[config.mk]
export PLATFORM = sky130hd
export DESIGN_NAME = mem_port_arbiter
export DESIGN_NICKNAME = d
export VERILOG_FILES = /design/src/rtl/arb_pkg.sv /design/src/rtl/arb_streak_ctr.sv /design/src/rtl/mem_port_arbiter.sv
export SDC_FILE = /design/constraint.sdc
export NUM_CORES = 1
export LEC_CHECK = 0
export BUFFER_PORTS_ARGS = -buffer_cell sky130_fd_sc_hd__buf_4
export CORE_UTILIZATION = 47
export DETAILED_ROUTE_END_ITERATION = 10
export PLACE_DENSITY_LB_ADDON = 0.15
export SLEW_MARGIN = 20
export SYNTH_ARGS = -nofsm -noshare
export SYNTH_HDL_FRONTEND = slang
export SYNTH_SLANG_ARGS = --single-unit
[constraint.sdc]
create_clock -name clk -period 2.1 [get_ports clk]
set_input_delay 0.105 -clock clk [delete_from_list [all_inputs] [get_ports clk]]
set_output_delay 0.105 -clock clk [all_outputs]
set_load 0.005 [all_outputs]
[src/rtl/arb_pkg.sv]
// Shared types for the unified memory port arbiter: FSM states, owner
// encoding, streak counter width and a saturating increment helper.
package arb_pkg;

    typedef enum logic [1:0] {
        IDLE     = 2'd0,
        WAIT_GNT = 2'd1,
        WAIT_RSP = 2'd2
    } arb_state_t;

    typedef enum logic {
        OWN_I = 1'b0,
        OWN_D = 1'b1
    } arb_owner_t;

    // Streak limit range is 1..15, so four bits hold every legal value.
    localparam int STREAK_W = 4;

    // Increment that never climbs past the supplied ceiling.
    function automatic logic [STREAK_W-1:0] streak_inc_sat(
        input logic [STREAK_W-1:0] cnt,
        input logic [STREAK_W-1:0] ceil_v
    );
        logic [STREAK_W-1:0] res;
        if (cnt >= ceil_v) begin
            res = cnt;
        end else begin
            res = cnt + 4'd1;
        end
        return res;
    endfunction

endpackage

[src/rtl/arb_streak_ctr.sv]
// Saturating count of consecutive D grants taken while fetch was waiting.
// o_at_max tells the arbiter that fetch must win the next contested grant.
module arb_streak_ctr
    import arb_pkg::*;
#(
    parameter int MAX_STREAK = 4
) (
    input  logic clk,
    input  logic rst_n,
    input  logic i_inc,
    input  logic i_clr,
    output logic o_at_max
);

    localparam logic [STREAK_W-1:0] LP_MAX = STREAK_W'(MAX_STREAK);

    logic [STREAK_W-1:0] r_cnt;

    // Streak register: clear wins over increment, increment saturates.
    always_ff @(posedge clk or negedge rst_n) begin
        if (!rst_n) begin
            r_cnt <= {STREAK_W{1'b0}};
        end else if (i_clr) begin
            r_cnt <= {STREAK_W{1'b0}};
        end else if (i_inc) begin
            r_cnt <= streak_inc_sat(r_cnt, LP_MAX);
        end else begin
            r_cnt <= r_cnt;
        end
    end

    assign o_at_max = (r_cnt == LP_MAX);

endmodule

[src/rtl/mem_port_arbiter.sv]
// Non-pipelined arbiter sharing one memory port between instruction fetch (I)
// and load/store (D). D has priority; a streak limit guarantees fetch progress.
// Optional feature macro: ARB_TIMEOUT_EN (watchdog abort + sticky err flag).
module mem_port_arbiter
    import arb_pkg::*;
#(
    parameter int ADDR_W     = 32,
    parameter int DATA_W     = 32,
    parameter int MAX_STREAK = 4,
    parameter int TIMEOUT    = 255
) (
    input  logic                  clk,
    input  logic                  rst_n,
    input  logic                  i_req,
    input  logic [ADDR_W-1:0]     i_addr,
    output logic                  i_gnt,
    output logic                  i_rvalid,
    output logic [DATA_W-1:0]     i_rdata,
    input  logic                  d_req,
    input  logic                  d_we,
    input  logic [DATA_W/8-1:0]   d_be,
    input  logic [ADDR_W-1:0]     d_addr,
    input  logic [DATA_W-1:0]     d_wdata,
    output logic                  d_gnt,
    output logic                  d_rvalid,
    output logic [DATA_W-1:0]     d_rdata,
    output logic                  mem_req,
    output logic                  mem_we,
    output logic [DATA_W/8-1:0]   mem_be,
    output logic [ADDR_W-1:0]     mem_addr,
    output logic [DATA_W-1:0]     mem_wdata,
    input  logic                  mem_gnt,
    input  logic                  mem_rvalid,
    input  logic [DATA_W-1:0]     mem_rdata,
    output logic                  err
);

    localparam int BE_W = DATA_W / 8;

    arb_state_t          r_state;
    arb_state_t          w_state_nxt;
    arb_owner_t          r_owner;
    logic                w_grant_i;
    logic                w_grant_d;
    logic                w_streak_inc;
    logic                w_streak_clr;
    logic                w_at_max;
    logic                w_timeout;
    logic                r_mem_req;
    logic                r_mem_we;
    logic [BE_W-1:0]     r_mem_be;
    logic [ADDR_W-1:0]   r_mem_addr;
    logic [DATA_W-1:0]   r_mem_wdata;
    logic                r_i_rvalid;
    logic                r_d_rvalid;
    logic [DATA_W-1:0]   r_i_rdata;
    logic [DATA_W-1:0]   r_d_rdata;

`ifdef ARB_TIMEOUT_EN
    logic [7:0] r_wdog;
    logic       r_err;

    // Abort fires on the TIMEOUT-th cycle spent waiting on memory.
    assign w_timeout = (r_state != IDLE) && (r_wdog == 8'(TIMEOUT - 1));

    // Watchdog: restarts in IDLE, counts every cycle spent waiting on memory.
    always_ff @(posedge clk or negedge rst_n) begin
        if (!rst_n) begin
            r_wdog <= 8'd0;
        end else if (r_state == IDLE) begin
            r_wdog <= 8'd0;
        end else begin
            r_wdog <= r_wdog + 8'd1;
        end
    end

    // Sticky error flag, only cleared by reset.
    always_ff @(posedge clk or negedge rst_n) begin
        if (!rst_n) begin
            r_err <= 1'b0;
        end else if (w_timeout) begin
            r_err <= 1'b1;
        end else begin
            r_err <= r_err;
        end
    end

    assign err = r_err;
`else
    logic w_unused_timeout;

    assign w_timeout        = 1'b0;
    assign w_unused_timeout = ^{1'b0, 8'(TIMEOUT)};
    assign err              = 1'b0;
`endif

    // Next-state and grant decision; grants are only ever issued from IDLE.
    always_comb begin
        w_state_nxt = r_state;
        w_grant_i   = 1'b0;
        w_grant_d   = 1'b0;
        case (r_state)
            IDLE: begin
                if (i_req && (!d_req || w_at_max)) begin
                    w_grant_i   = 1'b1;
                    w_state_nxt = WAIT_GNT;
                end else if (d_req) begin
                    w_grant_d   = 1'b1;
                    w_state_nxt = WAIT_GNT;
                end else begin
                    w_state_nxt = IDLE;
                end
            end
            WAIT_GNT: begin
                if (w_timeout) begin
                    w_state_nxt = IDLE;
                end else if (mem_gnt) begin
                    w_state_nxt = WAIT_RSP;
                end else begin
                    w_state_nxt = WAIT_GNT;
                end
            end
            WAIT_RSP: begin
                if (w_timeout || mem_rvalid) begin
                    w_state_nxt = IDLE;
                end else begin
                    w_state_nxt = WAIT_RSP;
                end
            end
            default: begin
                w_state_nxt = IDLE;
            end
        endcase
    end

    // State register.
    always_ff @(posedge clk or negedge rst_n) begin
        if (!rst_n) begin
            r_state <= IDLE;
        end else begin
            r_state <= w_state_nxt;
        end
    end

    // A contested D grant extends the streak; any other grant resets it.
    assign w_streak_inc = w_grant_d && i_req;
    assign w_streak_clr = w_grant_i || (w_grant_d && !i_req);

    arb_streak_ctr #(
        .MAX_STREAK (MAX_STREAK)
    ) u_streak (
        .clk      (clk),
        .rst_n    (rst_n),
        .i_inc    (w_streak_inc),
        .i_clr    (w_streak_clr),
        .o_at_max (w_at_max)
    );

    // Memory request registers: capture the winner, hold until memory accepts.
    // Fetches are full-word reads, so all byte enables are set.
    always_ff @(posedge clk or negedge rst_n) begin
        if (!rst_n) begin
            r_mem_req   <= 1'b0;
            r_mem_we    <= 1'b0;
            r_mem_be    <= {BE_W{1'b0}};
            r_mem_addr  <= {ADDR_W{1'b0}};
            r_mem_wdata <= {DATA_W{1'b0}};
            r_owner     <= OWN_I;
        end else if (w_grant_i) begin
            r_mem_req   <= 1'b1;
            r_mem_we    <= 1'b0;
            r_mem_be    <= {BE_W{1'b1}};
            r_mem_addr  <= i_addr;
            r_mem_wdata <= {DATA_W{1'b0}};
            r_owner     <= OWN_I;
        end else if (w_grant_d) begin
            r_mem_req   <= 1'b1;
            r_mem_we    <= d_we;
            r_mem_be    <= d_be;
            r_mem_addr  <= d_addr;
            r_mem_wdata <= d_wdata;
            r_owner     <= OWN_D;
        end else if ((r_state == WAIT_GNT) && (mem_gnt || w_timeout)) begin
            r_mem_req   <= 1'b0;
        end else begin
            r_mem_req   <= r_mem_req;
        end
    end

    // Response steering: one-cycle rvalid to the owner; rdata holds between pulses.
    always_ff @(posedge clk or negedge rst_n) begin
        if (!rst_n) begin
            r_i_rvalid <= 1'b0;
            r_d_rvalid <= 1'b0;
            r_i_rdata  <= {DATA_W{1'b0}};
            r_d_rdata  <= {DATA_W{1'b0}};
        end else begin
            r_i_rvalid <= 1'b0;
            r_d_rvalid <= 1'b0;
            if (w_timeout) begin
                if (r_owner == OWN_D) begin
                    r_d_rvalid <= 1'b1;
                    r_d_rdata  <= {DATA_W{1'b0}};
                end else begin
                    r_i_rvalid <= 1'b1;
                    r_i_rdata  <= {DATA_W{1'b0}};
                end
            end else if ((r_state == WAIT_RSP) && mem_rvalid) begin
                if (r_owner == OWN_D) begin
                    r_d_rvalid <= 1'b1;
                    r_d_rdata  <= mem_rdata;
                end else begin
                    r_i_rvalid <= 1'b1;
                    r_i_rdata  <= mem_rdata;
                end
            end else begin
                r_i_rdata  <= r_i_rdata;
                r_d_rdata  <= r_d_rdata;
            end
        end
    end

    assign i_gnt     = w_grant_i;
    assign d_gnt     = w_grant_d;
    assign i_rvalid  = r_i_rvalid;
    assign i_rdata   = r_i_rdata;
    assign d_rvalid  = r_d_rvalid;
    assign d_rdata   = r_d_rdata;
    assign mem_req   = r_mem_req;
    assign mem_we    = r_mem_we;
    assign mem_be    = r_mem_be;
    assign mem_addr  = r_mem_addr;
    assign mem_wdata = r_mem_wdata;

endmodule

# Word-level counts from Yosys, hierarchy flattened
# Cells that the tools add are included.
dict set report totals {
  regBits 143
  in_bits 139
  elab_cells 65
}
dict set report classes {
  add_sub_neg 1
  muxes 30
  magnitude_cmp 1
  n_bitwise 1
  reduce_logical 16
  n_eq_ne 4
}
# cell count
set ops {}
lappend ops {{two-way mux 32 bit} 4}
lappend ops {{two-way mux 4 bit} 5}
lappend ops {{two-way mux 1 bit} 17}
lappend ops {{two-way mux 2 bit} 3}
lappend ops {{case mux 2 bit (3 select lines)} 1}
lappend ops {{AND reduction 2 bit} 3}
lappend ops {{logical AND 1 bit} 5}
lappend ops {{adder 4 x 1 -> 4 bit, second input constant} 1}
lappend ops {{== test 4 x 3 -> 1 bit, second input constant} 1}
lappend ops {{>= comparator 4 x 3 -> 1 bit, second input constant} 1}
lappend ops {{nonzero test 2 bit} 2}
lappend ops {{nonzero test 3 bit} 1}
lappend ops {{== test 2 x 1 -> 1 bit, second input constant} 1}
lappend ops {{== test 2 bit, second input constant} 1}
lappend ops {{logical NOT 1 bit} 2}
lappend ops {{logical NOT 2 bit} 1}
lappend ops {{logical OR 1 bit} 2}
lappend ops {{inequality test 2 x 1 -> 1 bit, second input constant} 1}
lappend ops {{inverter 1 bit} 1}

# Longest topological paths before layout
# Gate-level depths: netlist of run 1.
dict set report depth {
  ltp_word 9
  ltp_mapped 8
  mapped_depth_nobuf 6
}

# Cells and area by module
# A second synthesis of run 1 with hierarchy kept.
dict set report hier_totals {
  hier_cells 415
  hier_area_um2 5868.1
}
# mod cells_per_inst area_each_um2 seq_area_each_um2 n_inst
set by_module_without_submodules {}
lappend by_module_without_submodules {mem_port_arbiter 395 5639.2 3478.3 1}
lappend by_module_without_submodules {arb_streak_ctr 20 229.0 100.1 1}

# Worst setup path after synthesis of run 1
# OpenSTA, ideal clock, no wires.
dict set report synth_timing {
  path_kind {reg-to-reg}
  start {reg u_streak.r_cnt[0]}
  end {reg r_mem_addr[1] (netlist: mem_addr[1])}
  arrival_ns 1.466
  n_path_buf 2
  required_time_ns 1.979
  setup_time_ns 0.121
  period_less_slack_ns 1.587
  stages_incl_launch_ff 9
  path_slack_ns 0.513
  path_cell_list {dfrtp_1 > inv_1 > ha_1 > nand4b_1 > or3_1 > buf_2 > buf_6 > o22ai_1 > nor2_1}
}
dict set report synth_between {
  elab_chain_len 6
}
# item line
set synth_lines {}
lappend synth_lines {{start, declared} arb_streak_ctr.sv:17} ;# logic [STREAK_W-1:0] r_cnt;
lappend synth_lines {{start signal, assigned} arb_streak_ctr.sv:22} ;# r_cnt <= {STREAK_W{1'b0}};
lappend synth_lines {{start signal, assigned} arb_streak_ctr.sv:24} ;# r_cnt <= {STREAK_W{1'b0}};
lappend synth_lines {{start signal, assigned} arb_streak_ctr.sv:26} ;# r_cnt <= streak_inc_sat(r_cnt, LP_MAX);
lappend synth_lines {{== test 4 x 3 -> 1 bit (*)} arb_streak_ctr.sv:32} ;# assign o_at_max = (r_cnt == LP_MAX);
lappend synth_lines {{logical OR 1 bit (*)} mem_port_arbiter.sv:104} ;# if (i_req && (!d_req || w_at_max)) begin
lappend synth_lines {{logical AND 1 bit (*)} mem_port_arbiter.sv:104}
lappend synth_lines {{two-way mux 1 bit} mem_port_arbiter.sv:104}
lappend synth_lines {{two-way mux 1 bit} mem_port_arbiter.sv:102} ;# case (r_state)
lappend synth_lines {{two-way mux 32 bit / nonzero test 2 bit (equally long branches)} n/a}
lappend synth_lines {{end signal, assigned} mem_port_arbiter.sv:166} ;# r_mem_addr <= {ADDR_W{1'b0}};
lappend synth_lines {{end signal, assigned} mem_port_arbiter.sv:173} ;# r_mem_addr <= i_addr;
lappend synth_lines {{end signal, assigned} mem_port_arbiter.sv:180} ;# r_mem_addr <= d_addr;
lappend synth_lines {{end, declared} mem_port_arbiter.sv:52} ;# logic [ADDR_W-1:0] r_mem_addr;
# Mark *: on every way between the ends. The rest lies on a longest branch, timed or not.
# A chain may end at the register's enable or synchronous reset.

# Worst setup path in the final report of run 1
dict set report layout_timing {
  start {reg u_streak.r_cnt[0]}
  end {reg r_mem_addr[31] (netlist: mem_addr[31])}
}
# Same word-level chain as after synthesis.

==> results by group, run 1 <==
Setup path
  • Arrival @ worst endpoint: 2.29 ns
  • Crit Path Max Fanout: 5
  • Required time of the critical path: 2.40 ns
  • Sort of element at the start of the critical path: register
  • Worst setup EP type: register
  • Category of the critical setup timing path: reg -> reg

Hold path
  • Type of the tightest min-delay check: in -> reg

Synth
  • Per-instance average area after synthesis: 11.8 µm²
  • EDFF count, synth: 0
  • Yosys warns: 0
  • Net Count, Synth: 660
  • Share of synthesized area occupied by flip-flops and latches: 58.2%
  • Cell types with the largest area share after synthesis: sky130_fd_sc_hd__dfrtp_1, sky130_fd_sc_hd__mux2_2, sky130_fd_sc_hd__o22ai_1
  • Syn Inst Count: 519
  • Cell types with the highest counts after synthesis: sky130_fd_sc_hd__dfrtp_1, sky130_fd_sc_hd__mux2_2, sky130_fd_sc_hd__nor2_1
  • Primary FF master, synth: sky130_fd_sc_hd__dfrtp_1
  • Post-synthesis sequential element count: 143
  • Synth top area share: 58.2%
  • Yosys top cell by area: sky130_fd_sc_hd__dfrtp_1
  • Cell with the most instances after synthesis: sky130_fd_sc_hd__dfrtp_1
  • Count of distinct cell types in the synthesized netlist: 35
  • Post-synthesis cell area: 6140 µm²
  • Share of synthesized registers carrying an async set or reset: 100%

CTS
  • Clock input transition at the sequential cells of the worst setup and hold paths: 0.06 ns
  • Clock Tree Root: sky130_fd_sc_hd__clkbuf_16
  • Number of H-tree branching levels: 4
  • Maximum buffer depth of the clock tree: 2
  • Clock Sinks: 143
  • Clock tree from TritonCTS: yes
  • Total clock buffers created by CTS: 17
  • Clk Latency, worst-skew pair: 0.42 ns

Placed design
  • I/O Buffers: 276
  • Post-detail-place hpwl: 12,000 µm
  • Final estimated routing congestion in global placement: 0.764
  • DP Worst Slack: 0.339 ns

Layout
  • Share of final-layout standard cells stronger than drive strength 1: 43.1%
  • Net count of the finished layout: 1,061
  • Synthesis-to-layout area growth: 67.0%
  • # diodes: 0
  • Layout fillers: 745

GRT
  • Global-route wire length before repair: 31,100 µm
  • Number of global-route vias before repair: 6,132
  • Total global-route track usage: 30.1%
  • Largest net degree at the start of global routing: 63
  • GR Overflow Total: 0
  • Number of antenna violations at the first check in global routing: 0

STA
  • Highest Clock Rate: 0.502 GHz
  • Fraction of the cycle the final worst path needs: 94.8%
  • Headroom to the max-slew limit: 59.8%
  • Pin slew with the least headroom to its limit: 0.604 ns
  • Setup clock skew after layout: 0.00978 ns
  • Setup repair after global routing missed its margin: false
  • Number of hold violations in the final report: 0
  • Setup Total Neg Slack: 0 ns
  • Minimum clock period after layout: 1.99 ns
  • Number of endpoints failing setup at the final stage: 0
  • Max-slew violation count: 0
  • Setup WS post-layout: 0.109 ns

Floorplanning
  • Std-Cell Core Area: 12,700 µm²
  • Chip Width: 116 µm
  • Die footprint: 13,500 µm²
  • Row cnt: 41
  • Number of primary I/O pins: 278
  • Initial cell density of the core: 48.5%
  • DIE HEIGHT: 116 µm

Detailed routing
  • Vias per Instance: 5.48
  • Violation count after the first detailed-route iteration: 434
  • Total via count in the routed design: 6,056
  • ANT nets after route: 0
  • Wire length after detailed routing: 20,500 µm
  • Routed length per placed instance: 18.5 µm
  • Residual DRC count: 0
  • Pre-Repair DR Iteration Count: 4

Power and ir drop
  • Portion of total power attributed to sequential cells: 36.6%
  • Switching share of power: 32.9%
  • Leak pwr: 0.00485 µW
  • Fraction of power consumed by combinational cells: 41.5%
  • Pint: 9100 µW
  • Part of the power in the clock network: 21.8%
  • VDD IR-drop max: 0.000941 V
  • Switching power: 4460 µW
  • Power Density: 1320 nW/µm²

Run
  • Max Cap Violations: 0

Outcome
  • Outcome: complete, no violations
-- power groups by stage --
stage | Sequential [µW] | Clock [µW] | Combinational [µW]
floorplan | 4850 | 0 | 2480
global placement | 4850 | 0 | 5120
detailed placement | 4910 | 0 | 5280
CTS | 4900 | 2990 | 5530
global route | 5110 | 3130 | 6090
finish | 4970 | 2960 | 5630
-- through the flow --
step / total power [µW] / hold WS [ns] / cells / cell area, µm² / utilization (%)
2_1_floorplan: 7330 / -0.191 / 519 / 6140 / -
3_3_place_gp: 9960 / 0.0931 / 939 / 8320 / 65.7
3_5_place_dp: 10200 / 0.0924 / 939 / 8320 / 65.7
4_1_cts: 13400 / 0.00276 / 1104 / 10200 / 80.8
5_1_grt: 14300 / 0.0106 / 1105 / 10300 / 81.0
6_report: 13600 / 0.00861 / 1105 / 10300 / 81.0
-- metal layers --
| layer | part of all wire, % | vias to the layer above | track usage, % |
|---|---|---|---|
| li1 | - | 2695 | - |
| met1 | 37 | 2969 | 34.3 |
| met2 | 51 | 313 | 51.0 |
| met3 | 7.4 | 79 | 9.81 |
| met4 | 4.0 | 0 | 15.0 |
| met5 | 0 | - | 0 |
-- layout by cell type, fill, tap and decap left out, types with 3 or more instances in the layout --
cell / n
sky130_fd_sc_hd__nor3_1: 31
sky130_fd_sc_hd__o22a_1: 4
sky130_fd_sc_hd__nand2_1: 7
sky130_fd_sc_hd__dlygate4sd3_1: 133
sky130_fd_sc_hd__o22ai_2: 9
sky130_fd_sc_hd__clkbuf_16: 17
sky130_fd_sc_hd__o22ai_1: 54
sky130_fd_sc_hd__inv_1: 6
sky130_fd_sc_hd__clkbuf_8: 7
sky130_fd_sc_hd__clkbuf_1: 4
sky130_fd_sc_hd__a21oi_1: 36
sky130_fd_sc_hd__nor2_1: 62
sky130_fd_sc_hd__buf_4: 289
sky130_fd_sc_hd__buf_6: 3
sky130_fd_sc_hd__a22o_1: 34
sky130_fd_sc_hd__dfrtp_1: 142
sky130_fd_sc_hd__mux2_2: 65
-- state kept, by name, summed over array words and instances (netlist names), 2 cells and up --
signal          flops
mem_addr           32
d_rdata            32
r_state             2
mem_be              4
u_streak.r_cnt      4
i_rdata            32
mem_wdata          32
-- worst paths after layout --
check / startpoint / end / slack [ns] / cells after the start
worst min-delay path: i_addr[22] / mem_addr[22] / 0.009 / 3
min in group asynchronous: rst_n / mem_addr[9] / 0.20 / 2
worst min register to register: mem_be[2] / mem_be[2] / 0.49 / 1
worst max register to register: u_streak.r_cnt[0] / mem_addr[31] / 0.11 / 8
worst max-delay path: u_streak.r_cnt[0] / mem_addr[31] / 0.11 / 8
max in group asynchronous: rst_n / mem_wdata[16] / 1.11 / 3
-- cell families (layout without fill, tap and decap cells) --
kind of cell               count (synthesis)  in the layout  share of synthesized area (%)
adders and majority gates                  2              2                          0.407
AOI/OAI and AO/OA                        143            143                           16.3
xor gates and xnor gates                   1              1                          0.143
other                                      1              1                         0.0610
and+or+nand+nor                          113            113                           8.51
buffers and inverters                     51            465                           4.40
muxes                                     65             65                           11.9
DFF                                      143            143                           58.2
-- area by class of cell --
| type | count | area (µm²) | area share, % |
|---|---|---|---|
| Timing Repair Buffer | 426 | 3550 | 34.6 |
| Sequential cell | 143 | 3580 | 34.9 |
| Inverter | 7 | 26.3 | 0.256 |
| Tap cell | 172 | 215 | 2.10 |
| Clock buffer | 28 | 537 | 5.23 |
| Multi-Input combinational cell | 325 | 2300 | 22.4 |
| Clock inverter | 4 | 47.5 | 0.463 |
-- timing repair --
item | 4_1_cts | 5_1_grt
setup buffers | 0 | 1
setup endpoints to repair | 0 | 2
resized for setup | 0 | 4
endpoints found under the hold margin | 184 | 0
hold buffers | 133 | 0
-- worst max-delay path, cell delays in order (launching register included) --
cell                            delay (ns)
sky130_fd_sc_hd__dfrtp_1              0.38
sky130_fd_sc_hd__inv_1                0.06
sky130_fd_sc_hd__ha_1                 0.23
sky130_fd_sc_hd__nand4b_1             0.14
sky130_fd_sc_hd__nand3_2              0.12
sky130_fd_sc_hd__buf_6                0.18
sky130_fd_sc_hd__o22ai_1              0.15
sky130_fd_sc_hd__a21oi_1              0.06
sky130_fd_sc_hd__dlygate4sd3_1        0.56
(Power assumes the default switching activity.)
==> run 2: changes to the inputs <==
--- a/config.mk
+++ b/config.mk
@@ -8,6 +8,7 @@
 export BUFFER_PORTS_ARGS = -buffer_cell sky130_fd_sc_hd__buf_4
 export CORE_UTILIZATION = 47
 export DETAILED_ROUTE_END_ITERATION = 10
+export GPL_ROUTABILITY_DRIVEN = 0
 export PLACE_DENSITY_LB_ADDON = 0.15
 export SLEW_MARGIN = 20
 export SYNTH_ARGS = -nofsm -noshare
==> constraint.sdc (replaced) <==
create_clock -name clk -period 2.1 [get_ports clk]
set_input_delay 0.42 -clock clk [delete_from_list [all_inputs] [get_ports clk]]
set_output_delay 0.42 -clock clk [all_outputs]
set_load 0.005 [all_outputs]
==> results by group, run 2 (synthesis gave the netlist of run 1 again) <==
Outcome
  • Outcome: complete, no violations (unchanged)

Floorplanning
  • Chip Width: 116 µm (unchanged)
  • DIE HEIGHT: 116 µm (unchanged)
  • Number of primary I/O pins: 278 (unchanged)
  • Initial cell density of the core: 48.5% (unchanged)
  • Std-Cell Core Area: 12,700 µm² (unchanged)
  • Row cnt: 41 (unchanged)
  • Die footprint: 13,500 µm² (unchanged)

Placed design
  • Area of placed instances: 8370 µm² (was 8320 µm²)
  • I/O Buffers: 276 (unchanged)
  • Post-detail-place hpwl: 12,000 µm (about the same)

GRT
  • GR Overflow Total: 0 (unchanged)
  • Total global-route track usage: 25.1% (was 30.1%)
  • Number of antenna violations at the first check in global routing: 0 (unchanged)
  • Global-route wire length before repair: 25,900 µm (was 31,100 µm)
  • Number of global-route vias before repair: 5,275 (was 6,132)
  • Largest net degree at the start of global routing: 53 (was 63)

Setup path
  • Cell type of the slowest stage on the worst timing path: sky130_fd_sc_hd__dfrtp_1 (was sky130_fd_sc_hd__dlygate4sd3_1)
  • Category of the critical setup timing path: reg -> out (was reg -> reg)
  • Max incr delay on CP: 0.40 ns (was 0.56 ns)
  • Required time of the critical path: 1.68 ns (was 2.40 ns)
  • Crit Path Max Fanout: 3 (was 5)
  • Worst setup EP type: output pin (was register)
  • Arrival @ worst endpoint: 1.58 ns (was 2.29 ns)
  • FF-to-FF Start: u_streak.r_cnt[0] (unchanged)
  • Launch point of the worst path: u_streak.r_cnt[0] (unchanged)
  • Sort of element at the start of the critical path: register (unchanged)
  • Family with the most delay on the worst path: flip-flops (was buffers and inverters)
  • Cell-by-cell trace of the critical path: inv_1, ha_1, nand3b_1, a21oi_1, buf_4 (was inv_1, ha_1, nand4b_1, nand3_2, buf_6, o22ai_1, a21oi_1, dlygate4sd3_1)
  • Number of buffers and inverters on the critical path: 2 (was 3)

Detailed routing
  • Residual DRC count: 0 (unchanged)
  • Total via count in the routed design: 5,299 (was 6,056)
  • Routed length per placed instance: 17.7 µm (was 18.5 µm)
  • Pre-Repair DR Iteration Count: 5 (was 4)
  • Wire length after detailed routing: 17,200 µm (was 20,500 µm)
  • Violation count after the first detailed-route iteration: 283 (was 434)
  • Vias per Instance: 5.45 (was 5.48)
  • ANT nets after route: 0 (unchanged)

CTS
  • Clock input transition at the sequential cells of the worst setup and hold paths: 0.05 ns (was 0.06 ns)
  • Maximum buffer depth of the clock tree: 2 (unchanged)
  • Clk Latency, worst-skew pair: 0.42 ns (about the same)
  • Clock Sinks: 143 (unchanged)
  • Number of H-tree branching levels: 4 (unchanged)
  • Clock Tree Root: sky130_fd_sc_hd__clkbuf_16 (unchanged)
  • Clock tree from TritonCTS: yes (unchanged)
  • Total clock buffers created by CTS: 17 (unchanged)

Layout
  • Post-route core utilization: 71.2% (was 81.0%)
  • Share of final-layout standard cells stronger than drive strength 1: 50.4% (was 43.1%)
  • Net count of the finished layout: 930 (was 1,061)
  • Most common cell after layout, fill and taps aside: sky130_fd_sc_hd__buf_4 (unchanged)
  • Commonest non-fill, non-tap cells in the layout: sky130_fd_sc_hd__buf_4, sky130_fd_sc_hd__dfrtp_1, sky130_fd_sc_hd__mux2_2 (was sky130_fd_sc_hd__buf_4, sky130_fd_sc_hd__dfrtp_1, sky130_fd_sc_hd__dlygate4sd3_1)
  • # diodes: 0 (unchanged)
  • Final instance area: 9020 µm² (was 10,300 µm²)
  • Synthesis-to-layout area growth: 46.9% (was 67.0%)

Power and ir drop
  • Overall Power: 13,400 µW (was 13,600 µW)
  • VDD IR-drop max: 0.000848 V (was 0.000941 V)
  • Power Density: 1490 nW/µm² (was 1320 nW/µm²)
  • Leak pwr: 0.00435 µW (was 0.00485 µW)

STA
  • Fraction of the cycle the final worst path needs: 95.3% (was 94.8%)
  • Setup clock skew after layout: 0.00975 ns (was 0.00978 ns)
  • Highest Clock Rate: 0.500 GHz (was 0.502 GHz)
  • Setup repair after global routing missed its margin: false (unchanged)
  • Number of hold violations in the final report: 0 (unchanged)
  • Minimum clock period after layout: 2.00 ns (was 1.99 ns)
  • Number of endpoints failing setup at the final stage: 0 (unchanged)
  • Max-slew violation count: 0 (unchanged)
  • Hold WS: 0.209 ns (was 0.00861 ns)
  • Setup Total Neg Slack: 0 ns (unchanged)

Hold path
  • Type of the tightest min-delay check: in -> reg (unchanged)
  • Worst hold path startpoint: mem_gnt (was i_addr[22])

Run
  • Max Cap Violations: 0 (unchanged)
run 2: cell count changes in the layout (fill, tap and decap cells not counted), sizes merged:
cell         previous run  this run
buf                   293       294
clkbuf                 28        19
inv                     6        11
bufinv                  1         4
dlygate4sd3           133         1
run 2: worst reg2reg max path, delay by kind of cell, from the launching register on:
kind / cells / cell delay [ns]
and+or+nand+nor: 3 / 0.53
DFF: 1 / 0.40
buffers and inverters: 2 / 0.33
AOI/OAI and AO/OA: 1 / 0.22
adders and majority gates: 1 / 0.19
run 2: layout make-up:
cell class / instances / area (µm²)
clock inverter: 12 / 181
multi-input combinational: 325 / 2290
fill: 916 / 3650
clock buffer: 19 / 443
sequential: 143 / 3580
inverter: 7 / 26.3
timing repair buffer: 295 / 2280
tap: 172 / 215
run 2: power by group:
part / total, µW / switching [µW] / internal [µW]
Combinational: 5360 / 2270 / 3080
Clock: 3190 / 1160 / 2030
Sequential: 4890 / 850 / 4040
Total: 13400 / 4290 / 9150
run 2: final timing paths:
kind	endpoint	slack (ns)	cells past startpoint
min	r_state[0]	0.21	2
max in group asynchronous	mem_addr[0]	0.94	3
min in group asynchronous	mem_addr[9]	0.50	2
max reg2reg	mem_addr[8]	0.31	7
min reg2reg	mem_req	0.49	2
max	i_gnt	0.1	5
run 2: what timing repair did:
action                                  CTS  global route
endpoints found under the hold margin    46             0
endpoints found under the setup margin    2             1
pin swaps                                 1             0
cloned                                    0             0
resized for setup                         0             1
setup buffers                             2             0
hold buffers                              1             0
run 2: routing by layer:
metal | vias to the layer above | wire [µm] | global-route usage (%)
li1 | 2438 | - | -
met1 | 2591 | 6690 | 28.7
met2 | 238 | 8820 | 43.2
met4 | 0 | 428 | 11.4
met3 | 32 | 1320 | 7.78
met5 | - | 0 | 0
run 2: per-stage QoR:
step / worst slack (ns) / std cells
floorplan: 0.513 / 519
global placement: 0.338 / 939
detailed placement: 0.298 / 939
CTS: 0.0160 / 973
global route: 0.0212 / 973
finish: 0.0996 / 973
==> run 3: changes to the inputs <==
--- a/config.mk
+++ b/config.mk
@@ -10,6 +10,7 @@
 export DETAILED_ROUTE_END_ITERATION = 10
 export GPL_ROUTABILITY_DRIVEN = 0
 export PLACE_DENSITY_LB_ADDON = 0.15
+export REMOVE_ABC_BUFFERS = 1
 export SLEW_MARGIN = 20
 export SYNTH_ARGS = -nofsm -noshare
 export SYNTH_HDL_FRONTEND = slang
==> results by group, run 3 (synthesis gave the netlist of run 1 again) <==
Detailed routing
  • Vias per Instance: 5.44 (was 5.45)
  • Wire length after detailed routing: 18,100 µm (was 17,200 µm)
  • Routed length per placed instance: 18.5 µm (was 17.7 µm)
  • ANT nets after route: 0 (unchanged)
  • Pre-Repair DR Iteration Count: 5 (unchanged)
  • Residual DRC count: 0 (unchanged)
  • Total via count in the routed design: 5,333 (was 5,299)
  • Violation count after the first detailed-route iteration: 472 (was 283)

STA
  • Setup clock skew after layout: 0.00681 ns (was 0.00975 ns)
  • Pin slew with the least headroom to its limit: 0.565 ns
  • Highest Clock Rate: 0.497 GHz (was 0.500 GHz)
  • Fraction of the cycle the final worst path needs: 95.9% (was 95.3%)
  • Minimum clock period after layout: 2.01 ns (was 2.00 ns)
  • Number of endpoints failing setup at the final stage: 0 (unchanged)
  • Setup Total Neg Slack: 0 ns (unchanged)
  • Headroom to the max-slew limit: 62.3%
  • Max-slew violation count: 0 (unchanged)
  • Number of hold violations in the final report: 0 (unchanged)
  • Setup repair after global routing missed its margin: true (was false)

CTS
  • Total clock buffers created by CTS: 17 (unchanged)
  • Clock Sinks: 143 (unchanged)
  • Clk Latency, worst-skew pair: 0.41 ns (was 0.42 ns)
  • Clock tree from TritonCTS: yes (unchanged)
  • Number of H-tree branching levels: 4 (unchanged)
  • Clock Tree Root: sky130_fd_sc_hd__clkbuf_16 (unchanged)
  • Maximum buffer depth of the clock tree: 2 (unchanged)
  • Clock input transition at the sequential cells of the worst setup and hold paths: 0.06 ns (was 0.05 ns)

Hold path
  • Type of the tightest min-delay check: in -> reg (unchanged)
  • Instance count along the most critical hold path: 2 (unchanged)
  • Worst Hold Path EP: r_state[0] (unchanged)
  • Worst hold path startpoint: mem_gnt (unchanged)

GRT
  • Largest net degree at the start of global routing: 56 (was 53)
  • Total global-route track usage: 27.4% (was 25.1%)
  • Number of antenna violations at the first check in global routing: 0 (unchanged)
  • Number of global-route vias before repair: 5,476 (was 5,275)
  • Global-route wire length before repair: 27,900 µm (was 25,900 µm)
  • GR Overflow Total: 0 (unchanged)

Setup path
  • Worst setup EP type: output pin (unchanged)
  • Crit Path Max Fanout: 5 (was 3)
  • Sort of element at the start of the critical path: register (unchanged)
  • Arrival @ worst endpoint: 1.59 ns (was 1.58 ns)
  • Depth of the worst register-to-register path: 6 (was 7)
  • Required time of the critical path: 1.68 ns (about the same)
  • Worst reg-to-reg setup slack: 0.33 ns (was 0.31 ns)
  • Category of the critical setup timing path: reg -> out (unchanged)
  • Launch point of the worst path: u_streak.r_cnt[0] (unchanged)
  • FF-to-FF Start: r_state[1] (was u_streak.r_cnt[0])
  • FF-to-FF End: i_rdata[5] (was mem_addr[8])

Floorplanning
  • Std-Cell Core Area: 12,700 µm² (unchanged)
  • Chip Width: 116 µm (unchanged)
  • Initial cell density of the core: 48.5% (unchanged)
  • DIE HEIGHT: 116 µm (unchanged)
  • Row cnt: 41 (unchanged)
  • Number of primary I/O pins: 278 (unchanged)
  • Die footprint: 13,500 µm² (unchanged)

Power and ir drop
  • VDD IR-drop max: 0.00100 V (was 0.000848 V)
  • Leak pwr: 0.00437 µW (was 0.00435 µW)
  • Power Density: 1480 nW/µm² (was 1490 nW/µm²)

Layout
  • Share of final-layout standard cells stronger than drive strength 1: 50.7% (was 50.4%)
  • Synthesis-to-layout area growth: 47.5% (was 46.9%)
  • Area of the multi-input gates: 2310 µm² (was 2290 µm²)
  • Layout fillers: 892 (was 916)
  • Net count of the finished layout: 937 (was 930)
  • Most common cell after layout, fill and taps aside: sky130_fd_sc_hd__buf_4 (unchanged)
  • # diodes: 0 (unchanged)
  • Area taken by flip-flops and latches: 3580 µm² (unchanged)
  • Final instance area: 9060 µm² (was 9020 µm²)
  • Commonest non-fill, non-tap cells in the layout: sky130_fd_sc_hd__buf_4, sky130_fd_sc_hd__dfrtp_1, sky130_fd_sc_hd__mux2_2 (unchanged)

Placed design
  • I/O Buffers: 276 (unchanged)
  • Post-detail-place hpwl: 12,800 µm (was 12,000 µm)
  • Area of placed instances: 8420 µm² (was 8370 µm²)

Run
  • Max Cap Violations: 0 (unchanged)

Outcome
  • Outcome: complete, no violations (unchanged)
==> run 3: worst max path at each step <==
stage                                to  slack, ns  depth (start not counted)
final                             d_gnt       0.09                          6
after global routing              d_gnt      -0.02                          6
after CTS                         i_gnt       0.02                          4
after detailed placement  mem_wdata[28]       0.21                          7
after global placement            d_gnt       0.25                          6
after floorplan            mem_wdata[0]      -1.32                          4
==> run 3: metal layers <==
layer	GRT usage [%]	wire length [µm]
met1	31.7	6830
met2	46.1	9260
met3	9.76	1690
met4	11.4	345
met5	0	0
==> run 3: critical path, cell delays in order, from the launching register on <==
cell                       delay [ns]
sky130_fd_sc_hd__dfrtp_1         0.40
sky130_fd_sc_hd__inv_1           0.08
sky130_fd_sc_hd__ha_2            0.19
sky130_fd_sc_hd__nand4b_1        0.14
sky130_fd_sc_hd__nand3_2         0.14
sky130_fd_sc_hd__clkinv_4        0.10
sky130_fd_sc_hd__buf_4           0.14
==> run 3: repair_timing <==
item	CTS	global route
pin swaps	0	2
hold endpoints to repair	51	0
hold buffers	1	0
resized for setup	3	2
endpoints found under the setup margin	1	2
buffers inserted	0	2
cloned	0	1
==> run 3: through the flow <==
stage	setup slack (ns)	total power, µW	cells	utilization [%]	hold WS, ns
after global placement	0.247	10100	945	66.4	0.418
final	0.0869	13400	981	71.5	0.225
after global routing	-0.0187	14300	981	71.5	0.218
after CTS	0.0239	13500	978	71.3	0.199
after detailed placement	0.205	10400	945	66.4	0.427
after floorplan	-1.32	7150	475	-	0.124
==> run 3: layout make-up <==
class | count | share of cell area [%]
well taps | 172 | 2.38
flip-flops and latches | 143 | 39.5
multi-input cells | 325 | 25.5
clock buffers | 26 | 5.40
clock inverters | 6 | 1.16
inverters | 7 | 0.345
repair buffers | 301 | 25.7
repair inverters | 1 | 0.0552
==> run 3: where the power goes <==
group | total (µW) | leakage (µW) | switching, µW | internal (µW)
registers | 4890 | 0.00174 | 853 | 4040
logic | 5510 | 0.00234 | 2380 | 3130
clock network | 3030 | 0.000292 | 1070 | 1960
